==> src/rtl/mmio_uart_pkg.sv <==
// Shared definitions for the memory-mapped UART: register offsets inside the
// three-word window, STATUS bit positions, transmitter state encoding and a
// helper that assembles the STATUS word.
package mmio_uart_pkg;

  // Byte offsets of the registers relative to BASE_ADDR (address[1:0] ignored).
  localparam logic [3:0] OFF_DATA   = 4'h0;
  localparam logic [3:0] OFF_STATUS = 4'h4;
  localparam logic [3:0] OFF_CTRL   = 4'h8;

  // Size of the register window in bytes.
  localparam logic [31:0] WINDOW_BYTES = 32'd12;

  // STATUS register bit positions.
  localparam int STAT_BUSY      = 0;
  localparam int STAT_FULL      = 1;
  localparam int STAT_EMPTY     = 2;
  localparam int STAT_OVF       = 3;
  localparam int STAT_COUNT_LSB = 8;

  // CTRL register bit positions.
  localparam int CTRL_IRQ_EN = 0;

  // Transmitter states.
  typedef enum logic [1:0] {
    IDLE  = 2'd0,
    START = 2'd1,
    DATA  = 2'd2,
    STOP  = 2'd3
  } tx_state_t;

  // Assemble the STATUS read value from its individual fields.
  function automatic logic [31:0] status_word(input logic       busy,
                                              input logic       full,
                                              input logic       empty,
                                              input logic       ovf,
                                              input logic [7:0] count);
    logic [31:0] w;
    w                        = '0;
    w[STAT_BUSY]             = busy;
    w[STAT_FULL]             = full;
    w[STAT_EMPTY]            = empty;
    w[STAT_OVF]              = ovf;
    w[STAT_COUNT_LSB +: 8]   = count;
    return w;
  endfunction

endpackage

==> src/rtl/mmio_uart_tx_sync_fifo.sv <==
// Synchronous single-clock FIFO with push/pop/full/empty/count. Pointers carry
// one extra wrap bit so full and empty are told apart by the MSB difference.
// Pushes to a full FIFO and pops from an empty one are ignored. The read data
// is the current head entry, valid whenever empty is low (show-ahead).
module sync_fifo #(
  parameter int WIDTH = 8,
  parameter int DEPTH = 8
) (
  input  logic                     clock,
  input  logic                     reset,
  input  logic                     push,
  input  logic                     pop,
  input  logic [WIDTH-1:0]         wdata,
  output logic [WIDTH-1:0]         rdata,
  output logic                     full,
  output logic                     empty,
  output logic [$clog2(DEPTH):0]   count
);

  localparam int AW = $clog2(DEPTH);

  logic [WIDTH-1:0] mem [DEPTH];
  logic [AW:0]      wr_ptr;
  logic [AW:0]      rd_ptr;
  logic             do_push;
  logic             do_pop;

  assign empty   = (wr_ptr == rd_ptr);
  assign full    = (wr_ptr[AW] != rd_ptr[AW]) && (wr_ptr[AW-1:0] == rd_ptr[AW-1:0]);
  assign count   = wr_ptr - rd_ptr;
  assign do_push = push && !full;
  assign do_pop  = pop && !empty;
  assign rdata   = mem[rd_ptr[AW-1:0]];

  // Store pushed entries.
  // NOTE: the storage array has no reset; stale contents are never visible
  // because the pointers, which are reset, decide what is valid.
  always_ff @(posedge clock) begin
    if (do_push) begin
      mem[wr_ptr[AW-1:0]] <= wdata;
    end
  end

  // Advance the read and write pointers.
  // NOTE: sequential state uses non-blocking assignments so every register
  // samples pre-edge values regardless of statement order.
  always_ff @(posedge clock or negedge reset) begin
    if (!reset) begin
      wr_ptr <= '0;
      rd_ptr <= '0;
    end else begin
      if (do_push) wr_ptr <= wr_ptr + 1'b1;
      if (do_pop)  rd_ptr <= rd_ptr + 1'b1;
    end
  end

endmodule

==> src/rtl/mmio_uart_tx.sv <==
// Memory-mapped UART transmitter. CPU stores to DATA queue bytes in a FIFO;
// a four-state FSM serialises them 8N1, LSB first, on tx. STATUS exposes
// busy/full/empty/sticky overflow/count. Optional build macro
// MMIO_UART_TX_IRQ_EN adds the CTRL register (irq_en) and a registered irq
// output; without it offset +8 reads 0 and ignores writes.
module mmio_uart_tx
  import mmio_uart_pkg::*;
#(
  parameter logic [31:0] BASE_ADDR    = 32'h0000_1000,
  parameter int          CLKS_PER_BIT = 104,
  parameter int          FIFO_DEPTH   = 8
) (
  input  logic        clock,
  input  logic        reset,
  input  logic        mem_write,
  input  logic [31:0] address,
  input  logic [31:0] write_data,
  output logic [31:0] read_data,
  output logic        sel,
  output logic        tx
`ifdef MMIO_UART_TX_IRQ_EN
  ,
  output logic        irq
`endif
);

  localparam int FIFO_AW = $clog2(FIFO_DEPTH);
  localparam int CNT_W   = $clog2(CLKS_PER_BIT);
  localparam logic [CNT_W-1:0] CNT_LAST = CNT_W'(CLKS_PER_BIT - 1);

  // ---------------------------------------------------------------------------
  // Address decode
  // ---------------------------------------------------------------------------
  logic [31:0] off;
  logic [3:0]  reg_off;
  logic        wr_data;
  logic        wr_status;
  logic        wr_ctrl;

  assign off       = address - BASE_ADDR;
  assign sel       = (off < WINDOW_BYTES);
  assign reg_off   = {off[3:2], 2'b00};
  assign wr_data   = mem_write && sel && (reg_off == OFF_DATA);
  assign wr_status = mem_write && sel && (reg_off == OFF_STATUS);
  assign wr_ctrl   = mem_write && sel && (reg_off == OFF_CTRL);

  // ---------------------------------------------------------------------------
  // TX FIFO
  // ---------------------------------------------------------------------------
  logic             fifo_pop;
  logic [7:0]       fifo_rdata;
  logic             fifo_full;
  logic             fifo_empty;
  logic [FIFO_AW:0] fifo_count;

  sync_fifo #(
    .WIDTH (8),
    .DEPTH (FIFO_DEPTH)
  ) u_fifo (
    .clock (clock),
    .reset (reset),
    .push  (wr_data),
    .pop   (fifo_pop),
    .wdata (write_data[7:0]),
    .rdata (fifo_rdata),
    .full  (fifo_full),
    .empty (fifo_empty),
    .count (fifo_count)
  );

  // ---------------------------------------------------------------------------
  // Sticky overflow and optional interrupt enable
  // ---------------------------------------------------------------------------
  logic overflow;

  // Overflow sets when a push meets a full FIFO (pre-edge), clears on a STATUS write.
  always_ff @(posedge clock or negedge reset) begin
    if (!reset) begin
      overflow <= 1'b0;
    end else if (wr_data && fifo_full) begin
      overflow <= 1'b1;
    end else if (wr_status) begin
      overflow <= 1'b0;
    end
  end

`ifdef MMIO_UART_TX_IRQ_EN
  logic irq_en;

  // CTRL register: holds the interrupt enable.
  always_ff @(posedge clock or negedge reset) begin
    if (!reset) begin
      irq_en <= 1'b0;
    end else if (wr_ctrl) begin
      irq_en <= write_data[CTRL_IRQ_EN];
    end
  end
`endif

  // ---------------------------------------------------------------------------
  // Transmitter FSM
  // ---------------------------------------------------------------------------
  tx_state_t        state, state_n;
  logic [CNT_W-1:0] cnt, cnt_n;
  logic [2:0]       bit_idx, bit_idx_n;
  logic [7:0]       shift, shift_n;
  logic             tx_n;
  logic             cnt_last;
  logic             busy;

  assign cnt_last = (cnt == CNT_LAST);
  assign busy     = (state != IDLE);

  // State, baud counter, bit index, shift register and registered tx.
  always_ff @(posedge clock or negedge reset) begin
    if (!reset) begin
      state   <= IDLE;
      cnt     <= '0;
      bit_idx <= '0;
      shift   <= '0;
      tx      <= 1'b1;
    end else begin
      state   <= state_n;
      cnt     <= cnt_n;
      bit_idx <= bit_idx_n;
      shift   <= shift_n;
      tx      <= tx_n;
    end
  end

  // Next-state logic; tx is derived from the next state so the pin is a clean flop.
  // NOTE: every output of this block is given a default first so no path
  // leaves a signal unassigned, which would infer a latch.
  always_comb begin
    state_n   = state;
    cnt_n     = cnt;
    bit_idx_n = bit_idx;
    shift_n   = shift;
    fifo_pop  = 1'b0;
    tx_n      = 1'b1;

    unique case (state)
      IDLE: begin
        if (!fifo_empty) begin
          fifo_pop = 1'b1;
          shift_n  = fifo_rdata;
          cnt_n    = '0;
          state_n  = START;
        end
      end
      START: begin
        if (cnt_last) begin
          cnt_n     = '0;
          bit_idx_n = '0;
          state_n   = DATA;
        end else begin
          cnt_n = cnt + 1'b1;
        end
      end
      DATA: begin
        if (cnt_last) begin
          cnt_n = '0;
          if (bit_idx == 3'd7) begin
            state_n = STOP;
          end else begin
            bit_idx_n = bit_idx + 3'd1;
            shift_n   = {1'b0, shift[7:1]};
          end
        end else begin
          cnt_n = cnt + 1'b1;
        end
      end
      STOP: begin
        if (cnt_last) begin
          cnt_n   = '0;
          state_n = IDLE;
        end else begin
          cnt_n = cnt + 1'b1;
        end
      end
      default: state_n = IDLE;
    endcase

    unique case (state_n)
      START:   tx_n = 1'b0;
      DATA:    tx_n = shift_n[0];
      default: tx_n = 1'b1;
    endcase
  end

`ifdef MMIO_UART_TX_IRQ_EN
  // Interrupt: enabled, nothing queued and the line idle.
  always_ff @(posedge clock or negedge reset) begin
    if (!reset) begin
      irq <= 1'b0;
    end else begin
      irq <= irq_en && fifo_empty && !busy;
    end
  end
`endif

  // ---------------------------------------------------------------------------
  // Register read mux (combinational from address)
  // ---------------------------------------------------------------------------
  // Select the addressed register; anything outside the window reads 0.
  always_comb begin
    read_data = '0;
    if (sel) begin
      unique case (reg_off)
        OFF_STATUS: read_data = status_word(busy, fifo_full, fifo_empty, overflow,
                                            8'(fifo_count));
`ifdef MMIO_UART_TX_IRQ_EN
        OFF_CTRL:   read_data = {31'b0, irq_en};
`endif
        default:    read_data = '0;
      endcase
    end
  end

  // Upper store-data bits and the CTRL strobe in the default build carry no meaning.
  logic unused_inputs;
  assign unused_inputs = ^{1'b0, write_data[31:8], wr_ctrl};

endmodule
==> config.mk <==
export PLATFORM = sky130hd
export DESIGN_NAME = mmio_uart_tx
export DESIGN_NICKNAME = d
export VERILOG_FILES = /design/src/rtl/mmio_uart_pkg.sv /design/src/rtl/mmio_uart_tx_sync_fifo.sv /design/src/rtl/mmio_uart_tx.sv
export SDC_FILE = /design/constraint.sdc
export NUM_CORES = 1
export LEC_CHECK = 0
export BUFFER_PORTS_ARGS = -buffer_cell sky130_fd_sc_hd__buf_2
export CORE_ASPECT_RATIO = 1.1
export CORE_MARGIN = 2
export CORE_UTILIZATION = 54
export CTS_CLUSTER_DIAMETER = 60
export DETAILED_ROUTE_END_ITERATION = 16
export GPL_TIMING_DRIVEN = 0
export PLACE_DENSITY = 0.8
export SKIP_CTS_REPAIR_TIMING = 1
export SYNTH_ARGS = -nofsm -noshare
export SYNTH_HDL_FRONTEND = slang
export SYNTH_SLANG_ARGS = --single-unit
==> constraint.sdc <==
create_clock -name clock -period 3.4 [get_ports clock]
set_input_delay 0.68 -clock clock [delete_from_list [all_inputs] [get_ports clock]]
set_output_delay 0.68 -clock clock [all_outputs]
set_load 0.03 [all_outputs]
Word-level counts from Yosys, hierarchy flattened
Memories as Yosys holds them, arrays and structs flattened.
Index checks and enable logic that the tools add are counted.
{"block": "classes", "order_cmp": 1, "add_sub_neg": 6, "n_eq_ne": 15, "n_reduce_logical": 18, "muxes": 26}
{"operator": "32-bit by 4-bit < comparator with 1-bit output, second input constant", "count": 1}
{"operator": "32-bit by 13-bit subtractor with 32-bit output, second input constant", "count": 1}
{"operator": "12-bit two-way mux", "count": 2}
{"operator": "8-bit two-way mux", "count": 3}
{"operator": "8-bit one-hot mux with 2 select lines", "count": 1}
{"operator": "7-bit two-way mux", "count": 2}
{"operator": "7-bit one-hot mux with 2 select lines", "count": 1}
{"operator": "2-bit two-way mux", "count": 5}
{"operator": "3-bit two-way mux", "count": 3}
{"operator": "4-bit by 1-bit adder with 4-bit output, second input constant", "count": 2}
{"operator": "2-bit inequality test, second input constant", "count": 4}
{"operator": "2-bit one-hot mux with 4 select lines", "count": 1}
{"operator": "4-bit AND reduction", "count": 2}
{"operator": "2-bit nonzero test", "count": 4}
{"operator": "7-bit by 1-bit adder with 7-bit output, second input constant", "count": 1}
{"operator": "7-bit equality test, second input constant", "count": 1}
{"operator": "1-bit logical AND", "count": 7}
{"operator": "2-bit by 1-bit equality test with 1-bit output, second input constant", "count": 3}
{"operator": "2-bit equality test, second input constant", "count": 3}
{"operator": "1-bit two-way mux", "count": 6}
{"operator": "3-bit one-hot mux with 2 select lines", "count": 1}
{"operator": "4-bit equality test", "count": 1}
{"operator": "4-bit logical NOT", "count": 1}
{"operator": "4-bit subtractor", "count": 1}
{"operator": "8 further kinds", "count": 9}
{"block": "word_totals", "word_cells": 76, "ram_bits": 64, "input_bits": 67, "n_memories": 1, "ff_bits": 30, "out_inout_bits": 34}
{"memory": "u_fifo.mem", "depth": 8, "width": 8, "read_ports": 1, "rd_clocked_by_memory_dff": 0, "write_ports": 1, "line": "mmio_uart_tx_sync_fifo.sv:22", "rtl": "logic [WIDTH-1:0] mem [DEPTH];"}

Logic depth before layout (Yosys ltp)
Gate-level depths: netlist (run 1).
{"block": "depth", "word_depth": 7, "mapped_depth": 10, "depth_no_buf": 7}

By module
Synthesis (run 1) repeated with hierarchy kept, for this count alone.
{"block": "hier_totals", "cells_unflattened": 336, "area_unflattened_um2": 4501.8}
{"module": "sync_fifo", "instances": 1, "area_each_um2": 2992.9, "cells_each": 167, "seq_area_each_um2": 2122.0}
{"module": "mmio_uart_tx", "instances": 1, "area_each_um2": 1508.9, "cells_each": 169, "seq_area_each_um2": 551.8}

Least setup slack after synthesis (run 1)
No wires, ideal clock.
{"block": "synth_timing", "kind": "input to output", "start": "input address[10]", "end": "output read_data[1]", "setup_slack_ps": -294, "arrival_time_ps": 3014, "path_stages": 5, "path_buffers": 0, "required_ps": 2720, "path_cell_list": "nor4_1 > nand4_1 > nor3_1 > nand3b_2 > nor3_1"}
{"block": "synth_between", "elab_chain_cells": 3}
{"item": "start: declaration", "line": "mmio_uart_tx.sv:16", "rtl": "input logic [31:0] address,"}
{"item": "32-bit by 13-bit subtractor with 32-bit output", "line": "mmio_uart_tx.sv:40", "rtl": "assign off = address - BASE_ADDR;"}
{"item": "32-bit by 4-bit < comparator with 1-bit output", "line": "mmio_uart_tx.sv:41", "rtl": "assign sel = (off < WINDOW_BYTES);"}
{"item": "net sel", "line": "mmio_uart_tx.sv:19", "rtl": "output logic sel,"}
{"item": "12-bit two-way mux", "line": "mmio_uart_tx.sv:208", "rtl": "if (sel) begin"}
{"item": "end: declaration", "line": "mmio_uart_tx.sv:18", "rtl": "output logic [31:0] read_data,"}
The timed path passes the listed nets, and every way through them passes these cells.

Worst setup path after layout (run 1)
{"block": "layout_timing", "start": "register u_fifo.rd_ptr[2]", "end": "output read_data[2]"}
{"block": "layout_between", "elab_chain_cells": 3}
{"item": "start: declaration", "line": "mmio_uart_tx_sync_fifo.sv:24", "rtl": "logic [AW:0] rd_ptr;"}
{"item": "start signal: assignment", "line": "mmio_uart_tx_sync_fifo.sv:53", "rtl": "if (do_pop) rd_ptr <= rd_ptr + 1'b1;"}
{"item": "4-bit equality test", "line": "mmio_uart_tx_sync_fifo.sv:28", "rtl": "assign empty = (wr_ptr == rd_ptr);"}
{"item": "12-bit two-way mux", "line": "mmio_uart_tx.sv:209", "rtl": "unique case (reg_off)"}
{"item": "12-bit two-way mux", "line": "mmio_uart_tx.sv:208"}
No other way between the ends.

==> impl_metrics.json, run 1 <==
{
  "wl_per_cell_um": 16.5,
  "synth_compound_gate_area_share_pct": 7.59,
  "chipHeight_um": 98.5,
  "final_util_pct": 64.9,
  "grt_max_degree": 31,
  "grt.total_usage_pct": 19.9,
  "worst_pin_slew_ns": 0.780,
  "drv_cap": 0,
  "numPortBuffers": 50,
  "clk_pin_slew_ns": 0.11,
  "drive_gt1_share_pct": 32.2,
  "antenna_cells": 0,
  "worst_slack_ns": 0.264,
  "timing.fmax_mhz": 319,
  "p_per_area_nw_per_um2": 394,
  "antenna_found_initial": 0,
  "io_pins": 101,
  "vias": 2778,
  "worstSetupEndpointType": "output pin",
  "crit_type": "register to output pin",
  "dieArea_um2": 8860,
  "hold_viol_final": 0,
  "slew_violations": 0,
  "leakagePower_uw": 0.00203,
  "run_status": "completed",
  "gp_congestion": 0.863,
  "synthXorXnorAreaFrac_pct": 2.57,
  "crit_required_ns": 2.72,
  "cts-root-buf": "clkbuf_8",
  "fin_nets": 481,
  "numCtsBuffers": 9,
  "cp-start-kind": "register",
  "ir_worst_vdd_v": 0.000302,
  "placed_cells": 501,
  "core_um2": 7910,
  "synth-seq-area-share_pct": 61.0,
  "cts_tree": "yes",
  "synth_flop_cell": "edfxtp_1",
  "fin_area_um2": 5140,
  "synth_edf_count": 64,
  "clock_latency_ns": 0.37,
  "final_cell_mix": "edfxtp_1 (64), buf_2 (53), nand2_1 (32)",
  "dp_slack_ns": -0.729,
  "syn_avg_cell_area_um2": 13.7,
  "dr.pass1.iters": 4,
  "synth_fa_ha_area_share_pct": 2.74,
  "relSlewSlack_pct": 47.9,
  "start_util_pct": 55.4,
  "placedInstanceArea_um2": 4870,
  "yosysWarnings": 0,
  "area_growth_pct": 17.2,
  "synth_top_family_by_area": "simple AND/OR/NAND/NOR gates",
  "ys_async_sr_fraction_pct": 31.9,
  "postRouteAntennaNets": 0,
  "drc": 0,
  "grt-ovfl-total": 0,
  "worstPathArrival_ns": 2.46,
  "yosys.area_share.simple_pct": 11.5,
  "synth-seq-cells": 94,
  "finalSetupViolCount": 0,
  "rows": 34,
  "cts_max_level": 3,
  "hpwl_um": 6040,
  "period_share_pct": 92.2,
  "die_w_um": 89.9,
  "mappedNetlistArea_um2": 4380,
  "mostFrequentLayoutCell": "edfxtp_1",
  "clockBufferDepth": 2,
  "grt_pass1_wl_um": 13700,
  "vias_per_cell": 5.36,
  "cts.sinks": 94,
  "clock_skew_ns": 0.0222,
  "drt_iter0_drc": 204,
  "hp-class": "input pin to asynchronous set/reset pin",
  "fin_cells": 518,
  "yosys.cell_types.count": 53,
  "grt_pass1_vias": 2713,
  "synthMuxAreaShare_pct": 8.70,
  "min_period_ns": 3.14,
  "rsz0062_at_grt": "no",
  "path_max_fanout": 11,
  "tns_ns": 0,
  "syn_inst": 320,
  "drt-total-wl_um": 8560
}
-- path summary, 6_finish.rpt --
| path | startpoint | endpoint | slack (ns) | depth (start not counted) |
|---|---|---|---|---|
| worst max-delay path | u_fifo.rd_ptr[2] | read_data[2] | 0.26 | 6 |
| worst min-delay path | reset | bit_idx[0] | 0.34 | 1 |
| worst max register to register | u_fifo.rd_ptr[2] | u_fifo.mem[0][6] | 0.31 | 8 |
| worst min register to register | cnt[1] | cnt[1] | 0.52 | 2 |
| max in group asynchronous | reset | shift[5] | 2.62 | 1 |
| min in group clock | cnt[1] | cnt[1] | 0.52 | 2 |
-- final cells by class --
cell class / instances / area, um^2
Multi-Input combinational cell: 207 / 1610
Fill cell: 608 / 2770
Timing Repair Buffer: 53 / 285
Inverter: 8 / 33.8
Buffer: 32 / 218
Clock inverter: 7 / 62.6
Sequential cell: 94 / 2670
Clock buffer: 9 / 124
Tap cell: 108 / 135
-- logic make-up (layout without fill, tap and decap cells) --
kind of cell / count (synthesis) / after routing
flip-flops: 94 / 94
buffers and inverters: 42 / 109
AND/OR/NAND/NOR: 96 / 96
multiplexers: 18 / 18
AO/OA/AOI/OAI: 48 / 48
adder cells (fa/ha/maj): 9 / 9
other: 1 / 24
XOR/XNOR: 12 / 12
-- registers in the layout (all words and copies together) (netlist names) --
register	flops
bit_idx	3
shift	8
u_fifo.rd_ptr	4
overflow	1
tx	1
state	2
cnt	7
u_fifo.mem	64
u_fifo.wr_ptr	4
-- cells in the mapped netlist (all sizes together) (2+ instances only) --
library cell / instances / area (um^2)
a32o: 2 / 20.0
ha: 8 / 100
inv: 7 / 26.3
a21o: 2 / 15.0
xnor2: 9 / 86.3
xor2: 3 / 26.3
mux4: 16 / 360
nor4: 5 / 46.3
nor2b: 6 / 37.5
o31ai: 2 / 15.0
a221o: 6 / 60.1
a22o: 3 / 26.3
a21oi: 10 / 50.1
edfxtp: 64 / 1920
and3: 3 / 18.8
o21ai: 13 / 65.1
dfrtp: 29 / 726
nor2: 21 / 81.3
nand3b: 2 / 18.8
nand4: 3 / 18.8
nand3: 6 / 30.0
nand2: 32 / 120
nor3: 8 / 56.3
buf: 29 / 206
nand2b: 5 / 31.3
clkbuf: 5 / 18.8
a31oi: 3 / 18.8
-- per-stage QoR --
| stage | total power [uW] | hold slack, ns |
|---|---|---|
| final | 2020 | 0.336 |
| after global placement | 1350 | 0.495 |
| after floorplan | 1310 | 0.384 |
| after global routing | 2100 | 0.394 |
| after detailed placement | 1350 | 0.504 |
| after CTS | 2040 | 0.348 |
-- worst max-delay path, cell delays in order, from the launching register on --
cell	delay [ns]
dfrtp_1	0.62
clkinvlp_4	0.34
ha_1	0.42
and3_1	0.23
nand2_1	0.15
nor2_1	0.13
buf_2	0.20
-- power breakdown --
group / internal (uW) / leakage (uW) / switching, uW
combinational: 38.2 / 0.000986 / 65.2
clock: 283 / 0.0000980 / 414
sequential: 1220 / 0.000947 / 0.00000430
-- metal layers --
metal | GRT usage [%] | wire (um) | share of wire (%)
met5 | 0 | 0 | 0
met4 | 5.80 | 126 | 1.5
met1 | 24.9 | 3530 | 41
met2 | 35.4 | 4590 | 54
met3 | 4.05 | 320 | 3.7
No activity file was read; power rests on OpenSTA's default activity.
==> inputs of run 2 (changes only) <==
--- a/config.mk
+++ b/config.mk
@@ -5,10 +5,11 @@
 export SDC_FILE = /design/constraint.sdc
 export NUM_CORES = 1
 export LEC_CHECK = 0
+export ABC_AREA = 1
 export BUFFER_PORTS_ARGS = -buffer_cell sky130_fd_sc_hd__buf_2
 export CORE_ASPECT_RATIO = 1.1
 export CORE_MARGIN = 2
-export CORE_UTILIZATION = 54
+export CORE_UTILIZATION = 55
 export CTS_CLUSTER_DIAMETER = 60
 export DETAILED_ROUTE_END_ITERATION = 16
 export GPL_TIMING_DRIVEN = 0
==> impl_metrics.json, run 2 <==
{
  "crit_slowest_cell": "ha_1",
  "grt-ovfl-total": 0,
  "start_util_pct": 57.3,
  "rsz0062_at_grt": "no",
  "crit_start": "u_fifo.rd_ptr[2]",
  "grt_pass1_vias": 3713,
  "drt_iter0_drc": 357,
  "tns_ns": 0,
  "worst_slack_ns": 0.126,
  "synth_top_cells_by_area": "edfxtp_1 (40%), dfrtp_1 (15%), nor2_1 (7.9%)",
  "fin_cells": 716,
  "cts.sinks": 94,
  "gp_congestion": 0.877,
  "drive_gt1_share_pct": 18.3,
  "area_growth_pct": 14.1,
  "hp-class": "input pin to asynchronous set/reset pin",
  "numCtsBuffers": 9,
  "postRouteAntennaNets": 0,
  "yosysMostFrequentCell": "nor2_1",
  "endpoint": "read_data[1]",
  "drc": 0,
  "period_share_pct": 96.3,
  "critPathBufInv": 4,
  "run_status": "completed",
  "fin_nets": 676,
  "io_pins": 101,
  "syn_avg_cell_area_um2": 9.43,
  "rr_startpoint": "u_fifo.rd_ptr[2]",
  "yosysWarnings": 0,
  "power.switching_uw": 588,
  "worstSetupEndpointType": "output pin",
  "finalSetupViolCount": 0,
  "drt-total-wl_um": 10900,
  "clock_latency_ns": 0.37,
  "leakagePower_uw": 0.00238,
  "cts-root-buf": "clkbuf_8",
  "cts_tree": "yes",
  "switching_share_pct": 26.7,
  "cts_max_level": 3,
  "final_util_pct": 65.4,
  "cp-start-kind": "register",
  "dieArea_um2": 9610,
  "cp_num_cells": 8,
  "synth-seq-cells": 94,
  "clockBufferDepth": 2,
  "seq_power_share_pct": 57.4,
  "crit_required_ns": 2.72,
  "power_frac_clock_pct": 32.4,
  "ir_worst_vdd_v": 0.000254,
  "antenna_found_initial": 0,
  "crit_family": "buffers and inverters",
  "die_w_um": 93.7,
  "slew_violations": 0,
  "vias_per_cell": 5.36,
  "chipHeight_um": 103,
  "min_period_ns": 3.27,
  "antenna_cells": 0,
  "path_max_fanout": 10,
  "cpPeakStageDelay_ns": 0.42,
  "largest_register_ffs": 64,
  "drv_cap": 0,
  "yosysTopAreaCellShare_pct": 39.5,
  "wl_per_cell_um": 15.2,
  "dr.pass1.iters": 5,
  "mostFrequentLayoutCell": "nor2_1",
  "core_um2": 8500,
  "vias": 3841,
  "synthTopCellsByCount": "nor2_1 (102), nand2_1 (70), edfxtp_1 (64)",
  "rrSetupSlack_ns": 0.38,
  "synth-seq-area-share_pct": 55.0,
  "p_per_area_nw_per_um2": 397,
  "synth_area_leader_cell": "edfxtp_1",
  "placed_cells": 701,
  "clk_pin_slew_ns": 0.10,
  "hpwl_um": 7850,
  "timing.fmax_mhz": 305,
  "synth_flop_cell": "edfxtp_1",
  "relSlewSlack_pct": 37.6,
  "dp_slack_ns": 0.0723,
  "numPortBuffers": 50,
  "clock_skew_ns": 0.00899,
  "cp_cell_sequence": "clkinv_1 > clkbuf_1 > ha_1 > inv_1 > nor2_1 > nand2_2 > nor2_1 > buf_2",
  "r2r_end": "u_fifo.mem[7][1]",
  "final_cell_mix": "nor2_1 (101), nand2_1 (70), edfxtp_1 (64)",
  "p_int_uw": 1610,
  "worst_pin_slew_ns": 0.933,
  "synth_edf_count": 64,
  "crit_top_cell": "nor2_1",
  "ys_async_sr_fraction_pct": 31.9,
  "syn_inst": 516,
  "comb_power_share_pct": 10.2,
  "crit_type": "register to output pin",
  "hold_viol_final": 0,
  "worstPathArrival_ns": 2.59,
  "grt.total_usage_pct": 23.6,
  "mappedNetlistArea_um2": 4860,
  "grt_max_degree": 31,
  "yosys.cell_types.count": 35,
  "reg2reg_depth": 9,
  "grt_pass1_wl_um": 17300,
  "rows": 35
}
-- run 2: how the worst min path moves through the flow --
stage / from / endpoint / depth (start not counted)
2_1_floorplan: reset / bit_idx[0] / 0
3_3_place_gp: overflow / overflow / 2
3_5_place_dp: overflow / overflow / 2
4_1_cts: reset / cnt[5] / 1
5_1_grt: reset / shift[6] / 1
6_report: reset / cnt[5] / 1
-- run 2: through the flow --
stage          power, uW  hold WS (ns)  cell area, um^2
6_report            2200         0.333             5550
3_3_place_gp        1500         0.482             5340
4_1_cts             2210         0.350             5540
3_5_place_dp        1510         0.495             5350
2_1_floorplan       1440         0.384             4950
5_1_grt             2290         0.383             5550
-- run 2: routing by layer --
| metal | GRT usage (%) | up-vias | routed length (um) |
|---|---|---|---|
| met3 | 4.31 | 33 | 695 |
| met4 | 9.92 | 0 | 282 |
| met1 | 29.5 | 1787 | 4440 |
| met5 | 0 | - | 0 |
| li1 | - | 1866 | - |
| met2 | 40.8 | 155 | 5430 |
-- run 2: layout make-up --
cell class	instances	area, um^2
flip-flops and latches	94	2670
clock buffers	9	124
fillers	678	2940
repair buffers	51	260
well taps	111	139
clock inverters	7	63.8
inverters	55	206
plain buffers	33	214
multi-input cells	356	1870
-- run 2: cell families after synthesis --
family	synth area share, %
XOR/XNOR	2.34
AO/OA/AOI/OAI	10.8
other	0.0771
adder cells (fa/ha/maj)	2.47
AND/OR/NAND/NOR	20.7
flip-flops	55.0
buffers and inverters	8.72
-- run 2: power groups by stage --
stage,registers [uW],clock network [uW],logic (uW)
global route,1270,767,250
finish,1260,713,225
CTS,1260,724,223
detailed placement,1290,0,223
floorplan,1290,0,148
global placement,1290,0,211
